File: config.mk
export PLATFORM = sky130hd
export DESIGN_NAME = ram_arbiter
export DESIGN_NICKNAME = d
export VERILOG_FILES = /design/src/rtl/ram_arb_pkg.sv /design/src/rtl/ram_arbiter_rr.sv /design/src/rtl/ram_arbiter.sv
export SDC_FILE = /design/constraint.sdc
export NUM_CORES = 1
export LEC_CHECK = 0
export BUFFER_PORTS_ARGS = -buffer_cell sky130_fd_sc_hd__buf_2
export CAP_MARGIN = 20
export CORE_MARGIN = 5
export CORE_UTILIZATION = 34
export DETAILED_ROUTE_END_ITERATION = 8
export PLACE_DENSITY = 0.8
export SETUP_SLACK_MARGIN = 0.05
export SYNTH_ARGS = -nofsm -noshare
export SYNTH_HDL_FRONTEND = slang
export SYNTH_SLANG_ARGS = --single-unit
File: constraint.sdc
create_clock -name clk -period 1.33 [get_ports clk]
set_input_delay 0.133 -clock clk [delete_from_list [all_inputs] [get_ports clk]]
set_output_delay 0.133 -clock clk [all_outputs]
set_load 0.005 [all_outputs]
File: src/rtl/ram_arb_pkg.sv
// Shared definitions for the dual-port RAM arbiter: controller states,
// default bus widths and the round-robin selection helper.
package ram_arb_pkg;

    typedef enum logic [1:0] {
        ST_RESET = 2'd0,
        ST_INIT  = 2'd1,
        ST_RUN   = 2'd2
    } arb_state_t;

    localparam int DEF_ADDR_WIDTH = 8;
    localparam int DEF_DATA_WIDTH = 8;
    localparam int MAX_CLIENTS    = 4;

    // Index of the first set bit of req at or after ptr, wrapping modulo n.
    // Walks offsets from the farthest to the nearest so the nearest wins.
    // Returns ptr when req is empty; callers qualify with |req.
    function automatic int rr_first(input logic [MAX_CLIENTS-1:0] req,
                                    input logic [1:0]             ptr,
                                    input int                     n);
        int j;
        rr_first = int'(ptr);
        for (int off = MAX_CLIENTS - 1; off >= 0; off--) begin
            if (off < n) begin
                j = int'(ptr) + off;
                if (j >= n) j = j - n;
                if (req[2'(j)]) rr_first = j;
            end
        end
    endfunction

endpackage

File: src/rtl/ram_arbiter_rr.sv
// Single-channel round-robin arbiter: combinational one-hot grant from the
// request vector, plus the rotating priority pointer.
module rr_arbiter
    import ram_arb_pkg::*;
#(
    parameter  int N     = 2,
    localparam int CID_W = (N > 1) ? $clog2(N) : 1
) (
    input  logic             clk,
    input  logic             rst,
    input  logic             enable,
    input  logic [N-1:0]     req,
    output logic [N-1:0]     gnt,
    output logic             gnt_valid,
    output logic [CID_W-1:0] gnt_id
);

    logic [CID_W-1:0]       ptr;
    logic [MAX_CLIENTS-1:0] req_ext;

    // Pick the first requester at or after the pointer; no request, no grant.
    always_comb begin
        req_ext        = '0;
        req_ext[N-1:0] = req;
        gnt_valid      = enable && (|req);
        gnt_id         = CID_W'(rr_first(req_ext, 2'(ptr), N));
        gnt            = '0;
        if (gnt_valid) gnt[gnt_id] = 1'b1;
    end

    // Priority moves just past the winner; idle cycles leave it untouched.
    always_ff @(posedge clk) begin
        if (!rst) begin
            ptr <= '0;
        end else if (gnt_valid) begin
            ptr <= (gnt_id == CID_W'(N - 1)) ? '0 : gnt_id + CID_W'(1);
        end
    end

endmodule

File: src/rtl/ram_arbiter.sv
// Shares one dual-port RAM (1 write port, 1 read port, 1-cycle read latency)
// between NUM_CLIENTS requesters. Write and read channels arbitrate
// independently; the block also sequences RAM reset and steers read data
// back to the client that issued the read.
//
// Handshake: a command transfers on a cycle where req_valid[i] & req_ready[i]
// are both high. req_ready is a function of requests and arbiter state only;
// a waiting client must hold its command stable. Read responses are a
// one-cycle rsp_valid strobe with no backpressure.
module ram_arbiter
    import ram_arb_pkg::*;
#(
    parameter  int ADDR_WIDTH  = DEF_ADDR_WIDTH,
    parameter  int DATA_WIDTH  = DEF_DATA_WIDTH,
    parameter  int NUM_CLIENTS = 2,
    localparam int CID_W       = $clog2(NUM_CLIENTS)
) (
    input  logic                              clk,
    input  logic                              rst,
    input  logic [NUM_CLIENTS-1:0]            req_valid,
    input  logic [NUM_CLIENTS-1:0]            req_wr,
    input  logic [NUM_CLIENTS*ADDR_WIDTH-1:0] req_addr,
    input  logic [NUM_CLIENTS*DATA_WIDTH-1:0] req_wdata,
    output logic [NUM_CLIENTS-1:0]            req_ready,
    output logic [NUM_CLIENTS-1:0]            rsp_valid,
    output logic [DATA_WIDTH-1:0]             rsp_data,
    output logic                              ram_rst,
    output logic                              ram_wr_enbl,
    output logic [ADDR_WIDTH-1:0]             ram_wr_addr,
    output logic [DATA_WIDTH-1:0]             ram_wr_data,
    output logic                              ram_rd_enbl,
    output logic [ADDR_WIDTH-1:0]             ram_rd_addr,
    input  logic [DATA_WIDTH-1:0]             ram_rd_data
);

    arb_state_t state;
    arb_state_t state_nxt;
    logic       run;

    logic [NUM_CLIENTS-1:0] wr_gnt;
    logic                   wr_gnt_valid;
    logic [CID_W-1:0]       wr_gnt_id;
    logic [NUM_CLIENTS-1:0] rd_gnt;
    logic                   rd_gnt_valid;
    logic [CID_W-1:0]       rd_gnt_id;

    logic                   rd_pend_valid;
    logic [CID_W-1:0]       rd_pend_id;

    // Controller state register; reset pulls straight back to RESET.
    always_ff @(posedge clk) begin
        if (!rst) state <= ST_RESET;
        else      state <= state_nxt;
    end

    // RESET and INIT each last one cycle with the RAM held in reset.
    // Arbitration is also blocked in a cycle where rst is low, so nothing is
    // committed on the edge that performs the reset.
    always_comb begin
        state_nxt = state;
        ram_rst   = 1'b1;
        run       = 1'b0;
        case (state)
            ST_RESET: state_nxt = ST_INIT;
            ST_INIT:  state_nxt = ST_RUN;
            ST_RUN: begin
                ram_rst = 1'b0;
                run     = rst;
            end
            default:  state_nxt = ST_RESET;
        endcase
    end

    rr_arbiter #(.N(NUM_CLIENTS)) u_wr_arb (
        .clk       (clk),
        .rst       (rst),
        .enable    (run),
        .req       (req_valid & req_wr),
        .gnt       (wr_gnt),
        .gnt_valid (wr_gnt_valid),
        .gnt_id    (wr_gnt_id)
    );

    rr_arbiter #(.N(NUM_CLIENTS)) u_rd_arb (
        .clk       (clk),
        .rst       (rst),
        .enable    (run),
        .req       (req_valid & ~req_wr),
        .gnt       (rd_gnt),
        .gnt_valid (rd_gnt_valid),
        .gnt_id    (rd_gnt_id)
    );

    // Steer the granted clients onto the RAM ports; idle buses read as zero.
    always_comb begin
        req_ready   = wr_gnt | rd_gnt;
        ram_wr_enbl = wr_gnt_valid;
        ram_wr_addr = '0;
        ram_wr_data = '0;
        ram_rd_enbl = rd_gnt_valid;
        ram_rd_addr = '0;
        if (wr_gnt_valid) begin
            ram_wr_addr = req_addr[wr_gnt_id*ADDR_WIDTH +: ADDR_WIDTH];
            ram_wr_data = req_wdata[wr_gnt_id*DATA_WIDTH +: DATA_WIDTH];
        end
        if (rd_gnt_valid) begin
            ram_rd_addr = req_addr[rd_gnt_id*ADDR_WIDTH +: ADDR_WIDTH];
        end
    end

    // Remember who was granted a read so the data can be returned next cycle.
    always_ff @(posedge clk) begin
        if (!rst) begin
            rd_pend_valid <= 1'b0;
            rd_pend_id    <= '0;
        end else begin
            rd_pend_valid <= rd_gnt_valid;
            rd_pend_id    <= rd_gnt_id;
        end
    end

    // Return read data one cycle after the grant. A response due while rst
    // is already low is dropped rather than delivered into a reset.
    always_comb begin
        rsp_valid = '0;
        rsp_data  = '0;
        if (rd_pend_valid && rst) begin
            rsp_valid[rd_pend_id] = 1'b1;
            rsp_data              = ram_rd_data;
        end
    end

endmodule

==> reports/results.txt, run 1 <==
Hold buffer count at CTS: 0
Register area share after synthesis: 15.7%
Global-route wire length before repair: 5090 um
Final setup viols: 28
VDD IR max: 0.310 mV
Leak: 0.757 nW
Vias post-DR: 1227
Max_slew headroom: 75.7%
Post-synthesis cell type count: 25
Post-synthesis net count: 159
Worst Path Arrival: 1.49 ns
Antenna Cells: 0
Share of cells above drive strength 1: 74.8%
Largest stage delay on the critical path: 0.31 ns
Area contributors post-synth: nand2_1, o22ai_2, dfxtp_1
Die area: 3310 um^2
CP cell instances: and3b_2, buf_6, buf_16, nand2_2, o22ai_2, buf_2
WHS: 0.220 ns
Top Metal Used: met4
Synth Cell Area: 767 um^2
1st-pass router iterations: 4
Flops & latches, synth: 6
Initial DRC Count: 24
Syn. warnings: 0
Status: finished, violations left
Peak Freq: 0.616 GHz
Final GP Congestion: 0.827
Number of buffers inserted by port buffering: 84
Sequential power share: 28.0%
Pwr Total: 0.733 mW
Final hold vios: 0
Die width: 57.5 um
Combinational share of power: 48.5%
Asr flop ratio synth: 0%
Max-slew violation count: 0
Synth Instances: 113
Commonest cells post-synth: nand2_1, o22ai_1, o22ai_2
Net Sw Frac: 35.3%
Top FF cell, synth: dfxtp_1
Clk Tree Root Cell: clkbuf_4
Pre-CTS setup slack: 0.0148 ns
Met2 routed wirelength: 1850 um
Area grow syn2layout: 97.9%
Htree depth: 1
Total of max-cap violations: 0
Synth top area share: 18.1%
Synth Area per Inst: 6.79 um^2
Filler cell count in the final layout: 178
Clock skew: 0.00332 ns
Std-Cell Rows: 17
P_sw: 0.259 mW
EDFF count, synth: 0
Finished Layout Cells: 230
Vias in the first global route: 1142
Initial Util: 35.0%
Largest net degree at the start of global routing: 18
Core ar.: 2190 um^2
Failing checks: negative setup slack
Multi-input gate area: 736 um^2
Initial antenna violation count: 0
Reg area: 124 um^2
Post-Route WL: 3680 um
Crit path max fanout: 8
Total I/O pin count: 85
CP Capture Type: output pin
Setup ws final: -0.292 ns
Period utilization: 122%
Nature of the critical path startpoint: flop
GR Util All Layers: 19.5%
Synth area leader: nand2_1
Minimum clock period: 1.62 ns
Clk slew on worst S/H paths: 0.05 ns
Post-Route M1 WL: 1310 um
Clk pwr share: 23.5%
Deepest clock path buffer count: 2
Buf/Inv on CP: 3
Tightest Pin Transition: 0.363 ns
Number of routed nets with antenna violations: 0
P per Cell Area: 483 nW/um^2
Pint: 0.474 mW
Met3 WL: 478 um
CP max stage cell: dfxtp_2
CTS tree: done
Critical path class: flop to output pin
Most frequent cell after synthesis: nand2_1
HP Class: input port to flop
RSZ-0062 raised after global routing: yes
Inst Count DP: 221
# DRC: 0
CTS sink cnt: 6
Die Ht: 57.5 um
Later-pin clock latency in the skew report: 0.25 ns
Worst EP required: 1.20 ns
CTS Buf Count: 3
Core Util, Final: 69.3%
Crit path max-delay family: buffers and inverters
WL/cell: 16.0 um
DR vias/cell: 5.33
Number of nets in the layout: 250
Dpl hpwl: 2330 um
GRT overflow: 0
## registers in the layout (all words and copies together) (netlist names)
| name | cells |
|---|---|
| state | 2 |
| rd_pend_id | 1 |
| rd_pend_valid | 1 |
| u_rd_arb.ptr | 1 |
| u_wr_arb.ptr | 1 |
## placed cells by master (no fill, tap or decap)
| cell | synthesis | routed |
|---|---|---|
| nand2_2 | 0 | 16 |
| o22ai_2 | 10 | 19 |
| a31oi_4 | 0 | 1 |
| a21o_1 | 2 | 1 |
| buf_2 | 3 | 83 |
| nand2b_1 | 2 | 2 |
| a21oi_1 | 6 | 3 |
| o22ai_1 | 14 | 5 |
| dfxtp_2 | 0 | 3 |
| nor2_1 | 4 | 4 |
| inv_1 | 2 | 1 |
| nor2b_1 | 1 | 1 |
| buf_6 | 1 | 6 |
| nor2b_2 | 1 | 1 |
| and3b_2 | 0 | 1 |
| clkbuf_4 | 0 | 3 |
| o21ai_4 | 1 | 2 |
| nand2_1 | 37 | 18 |
| o21ai_0 | 1 | 1 |
| and2_4 | 1 | 1 |
| a21oi_2 | 0 | 3 |
| dfxtp_1 | 6 | 3 |
| nor3_1 | 1 | 1 |
| nand2_4 | 0 | 3 |
| a21o_2 | 0 | 1 |
| a311oi_1 | 2 | 2 |
| buf_4 | 4 | 2 |
| buf_12 | 0 | 2 |
| and3_1 | 9 | 9 |
| and2b_2 | 0 | 1 |
| inv_2 | 0 | 1 |
| buf_16 | 0 | 2 |
## what timing repair did
action	CTS	global route
endpoints found under the setup margin	29	31
pin swaps	9	9
cloned	3	0
buffers inserted	5	0
gates resized for setup	26	27
## path summary, 6_finish.rpt
| path | slack, ns | depth (start not counted) | start | to |
|---|---|---|---|---|
| max | -0.29 | 6 | state[0] | ram_wr_data[0] |
| min | 0.22 | 3 | req_valid[0] | u_wr_arb.ptr |
| max reg2reg | 0.03 | 6 | state[0] | u_rd_arb.ptr |
| min reg2reg | 0.42 | 1 | state[1] | state[0] |
## metal layers
layer,track usage [%],vias up
li1,-,588
met1,19.2,553
met2,35.3,80
met3,10.9,6
met4,4.64,0
met5,0,-
## cell type report
type                            instances  area share [%]
Timing Repair Buffer                   95            39.1
Multi-Input combinational cell         96            48.5
Clock buffer                            3            1.48
Inverter                                2           0.495
Tap cell                               28            2.31
Sequential cell                         6            8.16
## power groups by stage
| stage | logic, mW | registers, mW | clock network, mW |
|---|---|---|---|
| 5_1_grt | 0.384 | 0.206 | 0.184 |
| 6_report | 0.356 | 0.205 | 0.172 |
| 3_3_place_gp | 0.253 | 0.204 | 0 |
| 2_1_floorplan | 0.134 | 0.204 | 0 |
| 4_1_cts | 0.332 | 0.202 | 0.174 |
| 3_5_place_dp | 0.255 | 0.204 | 0 |
## per-stage QoR
stage / setup TNS [ns] / instance area [um^2]
final: -5.36 / 1520
after global routing: -6.65 / 1520
after CTS: -5.19 / 1450
after detailed placement: 0 / 1220
after global placement: 0 / 1220
after floorplan: 0 / 767
## tightest hold or removal path, stage by stage
cell,delay (ns)
buf_2,0.13
a31oi_4,0.12
a311oi_1,0.04
## cells by family (layout without fill, tap and decap cells)
family | after synthesis | in the layout | share of synthesized area [%]
and+or+nand+nor | 58 | 58 | 34.9
AOI/OAI and AO/OA | 38 | 38 | 40.6
buffers and inverters | 11 | 100 | 8.81
DFF | 6 | 6 | 15.7
Power figures use the tool's default switching activity.
==> run 2: changes to the inputs <==
- SETUP_SLACK_MARGIN: 0.05 -> 0.02
==> run 2 against run 1 <==
The run still ends with negative setup slack left. Non-clock buffer count stayed put. Final cell count unchanged. Critical endpoint unchanged. Via count up 0.90%. Clock power barely moved. Highest routed layer unchanged. Register-to-register slack better by 0.02 ns. Clock skew decreased by 0.0022 ns. First-iteration DRC count grew 33%. Total power down 1.1%. Sequential power barely moved. Combinational power decreased by 1%.
==> reports/results.txt, run 2 (same netlist as run 1, synthesis figures left out) <==
Total of max-cap violations: 0 (unchanged)
Reg2reg start: state[0]
Later-pin clock latency in the skew report: 0.25 ns (about the same)
Worst R2R Setup Slack: 0.05 ns (+0.02 ns)
Worst EP required: 1.20 ns (about the same)
GRT overflow: 0 (unchanged)
Deepest clock path buffer count: 2 (unchanged)
Min-delay src: req_valid[0]
Hold buffer count at CTS: 0 (unchanged)
Std-Cell Rows: 17 (unchanged)
Clock skew: 0.00113 ns (-0.00219 ns)
Setup ws final: -0.292 ns (+0.000290 ns)
Htree depth: 1 (unchanged)
Nature of the critical path startpoint: flop
Clk slew on worst S/H paths: 0.04 ns (about the same)
CTS Buf Count: 3 (unchanged)
WHS Path Cells: 3 (unchanged)
Design area: 1500 um^2 (-1.1%)
Dpl hpwl: 2330 um (unchanged)
Vias post-DR: 1238 (+0.90%)
Final hold vios: 0 (unchanged)
Failing checks: negative setup slack
Finished Layout Cells: 230 (unchanged)
Worst Path Arrival: 1.49 ns (about the same)
CP Capture Type: output pin
Vias in the first global route: 1144 (+0.18%)
Minimum clock period: 1.62 ns (-0.000290 ns)
Period utilization: 122% (about the same)
GR Util All Layers: 19.5% (unchanged)
Max-slew violation count: 0 (unchanged)
Core ar.: 2190 um^2 (unchanged)
Final setup viols: 28 (unchanged)
Die width: 57.5 um (unchanged)
Total I/O pin count: 85 (unchanged)
WL/cell: 15.9 um (-0.84%)
Initial antenna violation count: 0 (unchanged)
VDD IR max: 0.311 mV (+0.32%)
Die area: 3310 um^2 (unchanged)
DR vias/cell: 5.38 (+0.90%)
Peak Freq: 0.617 GHz (about the same)
Number of buffers inserted by port buffering: 84 (unchanged)
Area of placed instances: 1220 um^2 (unchanged)
Tightest Pin Transition: 0.364 ns (+0.000975 ns)
CTS tree: done
Hold worst-path end: u_wr_arb.ptr
Area grow syn2layout: 95.8%
HP Class: input port to flop
Max reg flops: 2 (unchanged)
Crit path max fanout: 8 (unchanged)
Clk Tree Root Cell: clkbuf_4
Largest net degree at the start of global routing: 18 (unchanged)
Number of routed nets with antenna violations: 0 (unchanged)
Most frequent cells in the layout: buf_2, o22ai_2, nand2_1
# DRC: 0 (unchanged)
P per Cell Area: 483 nW/um^2 (about the same)
RR Endpoint: u_rd_arb.ptr
Number of nets in the layout: 250 (unchanged)
Pre-CTS setup slack: 0.0148 ns (unchanged)
Leak: 0.755 nW (-0.33%)
Core Util, Final: 68.5% (-0.74 points)
Largest reg by FF count: state
RSZ-0062 raised after global routing: yes
Sum Neg Setup Slack: -5.33 ns (+0.0392 ns)
1st-pass router iterations: 4 (unchanged)
Global-route wire length before repair: 5090 um (unchanged)
CTS sink cnt: 6 (unchanged)
Most common cell after layout, fill and taps aside: buf_2
Antenna Cells: 0 (unchanged)
Die Ht: 57.5 um (unchanged)
Initial Util: 35.0% (unchanged)
Inst Count DP: 221 (unchanged)
Status: finished, violations left
Critical path class: flop to output pin
Reg2reg path depth: 5 (-1)
Initial DRC Count: 32 (+33%)
Post-Route WL: 3650 um (-0.84%)
Final GP Congestion: 0.827 (unchanged)
Max_slew headroom: 75.6% (about the same)
Share of cells above drive strength 1: 73.8% (-0.99 points)
run 2: cell count changes in the layout (fill, tap and decap cells not counted):
cell     delta
a31oi_1     +1
a31oi_4     -1
dfxtp_1     +1
dfxtp_2     -1
run 2: timing repair:
item                                    CTS  global route
gates cloned                              3             0
endpoints found under the setup margin   29            31
pin swaps                                 9             9
setup buffers                             5             0
gates resized for setup                  26            24
run 2: per-stage QoR:
stage,hold slack [ns],total power [mW]
2_1_floorplan,0.316,0.338
3_3_place_gp,0.446,0.457
3_5_place_dp,0.449,0.459
4_1_cts,0.220,0.709
5_1_grt,0.269,0.767
6_report,0.229,0.725
run 2: final cells by class:
type | count | area [um^2]
multi-input combinational | 96 | 721
fill | 180 | 689
timing repair buffer | 95 | 593
clock buffer | 3 | 22.5
inverter | 2 | 7.51
sequential | 6 | 123
tap | 28 | 35.0
run 2: critical path, stage by stage (launching register included):
cell and delay, ns:
dfxtp_2 0.31, and3b_2 0.29, buf_6 0.15, buf_16 0.13, nand2_2 0.06, o22ai_2 0.15
buf_2 0.15
run 2: power by group:
group	internal (mW)	switching (mW)
clock network	0.102	0.0683
registers	0.194	0.0101
logic	0.175	0.175
run 2: worst max path at each step:
stage                  from             end  slack (ns)  cells after the start
5_1_grt            state[0]  ram_wr_data[2]       -0.35                      6
2_1_floorplan      state[0]  ram_rd_addr[1]        0.19                      5
4_1_cts            state[0]  ram_rd_addr[5]       -0.22                      6
3_5_place_dp      req_wr[0]  ram_wr_addr[7]        0.01                      5
6_report           state[0]  ram_wr_data[0]       -0.29                      6
3_3_place_gp   u_wr_arb.ptr    req_ready[1]        0.03                      3
run 2: metal layers:
layer,GRT usage (%),vias to the layer above,share of wire (%)
li1,-,586,-
met1,19.2,561,35
met2,35.3,85,51
met3,10.9,6,13
met4,4.64,0,1.1
met5,0,-,0
==> run 3: changes to the inputs <==
- MAX_ROUTING_LAYER: default -> met4
- SLEW_MARGIN: default -> 10
==> run 3 against run 2 <==
Worst hold slack gained 0.010 ns. Clock skew fell by 0.00069 ns. Non-clock buffer count unchanged. The run still ends with negative setup slack left. Setup slack improved by 0.0058 ns. Sequential share of layout area is 0.061 points lower. Highest routed layer unchanged. Largest cell class unchanged. First-iteration DRC count rose by 3.1%. Final area increased by 0.75%.
==> reports/results.txt, run 3 (same netlist as run 1, synthesis figures left out) <==
Net Sw Frac: 35.1% (+0.062 points)
Core ar.: 2190 um^2 (unchanged)
Post-Route WL: 3710 um (+1.5%)
Nature of the critical path startpoint: flop
Clock skew: 0.000444 ns (-0.000690 ns)
Crit path max fanout: 8 (unchanged)
GR Layer Usage met3: 7.01% (-3.8 points)
Sequential power share: 27.9% (-0.2 points)
Die Ht: 57.5 um (unchanged)
Initial Util: 35.0% (unchanged)
Max-slew violation count: 0 (unchanged)
WL/cell: 16.1 um (+1.5%)
Worst Path Arrival: 1.48 ns (about the same)
GR Util All Layers: 19.9% (+0.39 points)
Period utilization: 122% (-0.43 points)
Critical path class: flop to output pin
Inst Count DP: 221 (unchanged)
Final hold vios: 0 (unchanged)
Final GP Congestion: 0.839 (+1.5%)
P per Cell Area: 482 nW/um^2 (-0.29%)
Status: finished, violations left
Finished Layout Cells: 230 (unchanged)
Most Used Layer, Global Route: met2
Area grow syn2layout: 97.2%
Reg2reg start: state[0]
Vias post-DR: 1264 (+2.1%)
Global-route wire length before repair: 5080 um (-0.27%)
Most common cell after layout, fill and taps aside: buf_2
Peak Freq: 0.619 GHz (+0.36%)
Htree depth: 1 (unchanged)
Met1 Resource Use GR: 21.0% (+1.7 points)
Failing checks: negative setup slack
1st-pass router iterations: 4 (unchanged)
Leak: 0.764 nW (+1.2%)
Later-pin clock latency in the skew report: 0.25 ns (about the same)
HP Class: input port to flop
Die area: 3310 um^2 (unchanged)
VDD IR max: 0.320 mV (+2.8%)
Std-Cell Rows: 17 (unchanged)
CTS Buf Count: 3 (unchanged)
Area of placed instances: 1220 um^2 (unchanged)
Worst EP required: 1.20 ns (about the same)
Clk pwr share: 23.2% (-0.3 points)
# DRC: 0 (unchanged)
Min-delay src: req_valid[0]
Initial DRC Count: 33 (+3.1%)
Combinational share of power: 48.9% (+0.5 points)
Final setup viols: 28 (unchanged)
Share of cells above drive strength 1: 73.8% (unchanged)
Total of max-cap violations: 0 (unchanged)
Die width: 57.5 um (unchanged)
DR vias/cell: 5.50 (+2.1%)
Deepest clock path buffer count: 2 (unchanged)
CTS sink cnt: 6 (unchanged)
Max_slew headroom: 75.6% (about the same)
Antenna Cells: 0 (unchanged)
Vias in the first global route: 1148 (+0.35%)
CTS tree: done
Clk slew on worst S/H paths: 0.04 ns (about the same)
Total I/O pin count: 85 (unchanged)
P_sw: 0.255 mW (+0.64%)
Initial antenna violation count: 0 (unchanged)
Largest net degree at the start of global routing: 18 (unchanged)
Largest reg by FF count: state
CP Capture Type: output pin
RSZ-0062 raised after global routing: yes
Number of nets in the layout: 250 (unchanged)
Setup ws final: -0.286 ns (+0.00577 ns)
Clk Tree Root Cell: clkbuf_4
Max reg flops: 2 (unchanged)
Tightest Pin Transition: 0.364 ns (-0.000234 ns)
Met2 usage: 35.3% (unchanged)
Crit path from: state[0]
Number of buffers inserted by port buffering: 84 (unchanged)
Number of routed nets with antenna violations: 0 (unchanged)
Dpl hpwl: 2330 um (unchanged)
GRT overflow: 0 (unchanged)
Pint: 0.473 mW (+0.37%)
Minimum clock period: 1.62 ns (-0.00577 ns)
Most frequent cells in the layout: buf_2, o22ai_2, nand2_1
Design area: 1510 um^2 (+0.75%)
-- run 3: final cells by class --
cell class	count	area (um^2)
clock buffer	3	22.5
fill	176	678
inverter	2	7.51
multi-input combinational	96	732
sequential	6	123
tap	28	35.0
timing repair buffer	95	593
-- run 3: per-stage QoR --
stage	hold WS, ns	setup TNS [ns]	power, mW	worst slack [ns]	utilization [%]
after floorplan	0.316	0	0.338	0.194	-
after global placement	0.446	0	0.457	0.0321	55.9
after detailed placement	0.449	0	0.459	0.0148	55.9
after CTS	0.220	-5.19	0.709	-0.221	66.3
after global routing	0.274	-6.20	0.765	-0.333	69.0
final	0.239	-5.17	0.729	-0.286	69.0
-- run 3: timing repair --
action / CTS / global route
pin swaps: 9 / 9
setup buffers: 5 / 0
resized for setup: 26 / 26
hold buffers: 0 / 0
endpoints found under the setup margin: 29 / 31
cloned: 3 / 0
-- run 3: worst max-delay path, stage by stage (launching register included) --
cell and delay, ns:
dfxtp_2 0.31, and3b_2 0.28, buf_6 0.15, buf_16 0.13
nand2_2 0.06, o22ai_2 0.16, buf_2 0.13
-- run 3: power groups by stage --
stage | clock network (mW) | logic [mW] | registers (mW)
after CTS | 0.174 | 0.332 | 0.202
final | 0.169 | 0.356 | 0.204
after global routing | 0.177 | 0.384 | 0.205
after floorplan | 0 | 0.134 | 0.204
after global placement | 0 | 0.253 | 0.204
after detailed placement | 0 | 0.255 | 0.204
-- run 3: path summary, 6_finish.rpt --
| path | endpoint | slack (ns) | depth (start not counted) |
|---|---|---|---|
| max | ram_wr_data[2] | -0.29 | 6 |
| min | u_wr_arb.ptr | 0.24 | 3 |
| max reg2reg | u_rd_arb.ptr | 0.08 | 6 |
| min reg2reg | state[0] | 0.42 | 1 |
-- run 3: layer usage --
metal,share of wire [%],up-vias
li1,-,588
met1,38,580
met2,50,89
met3,11,7
met4,1.1,0
met5,0,-
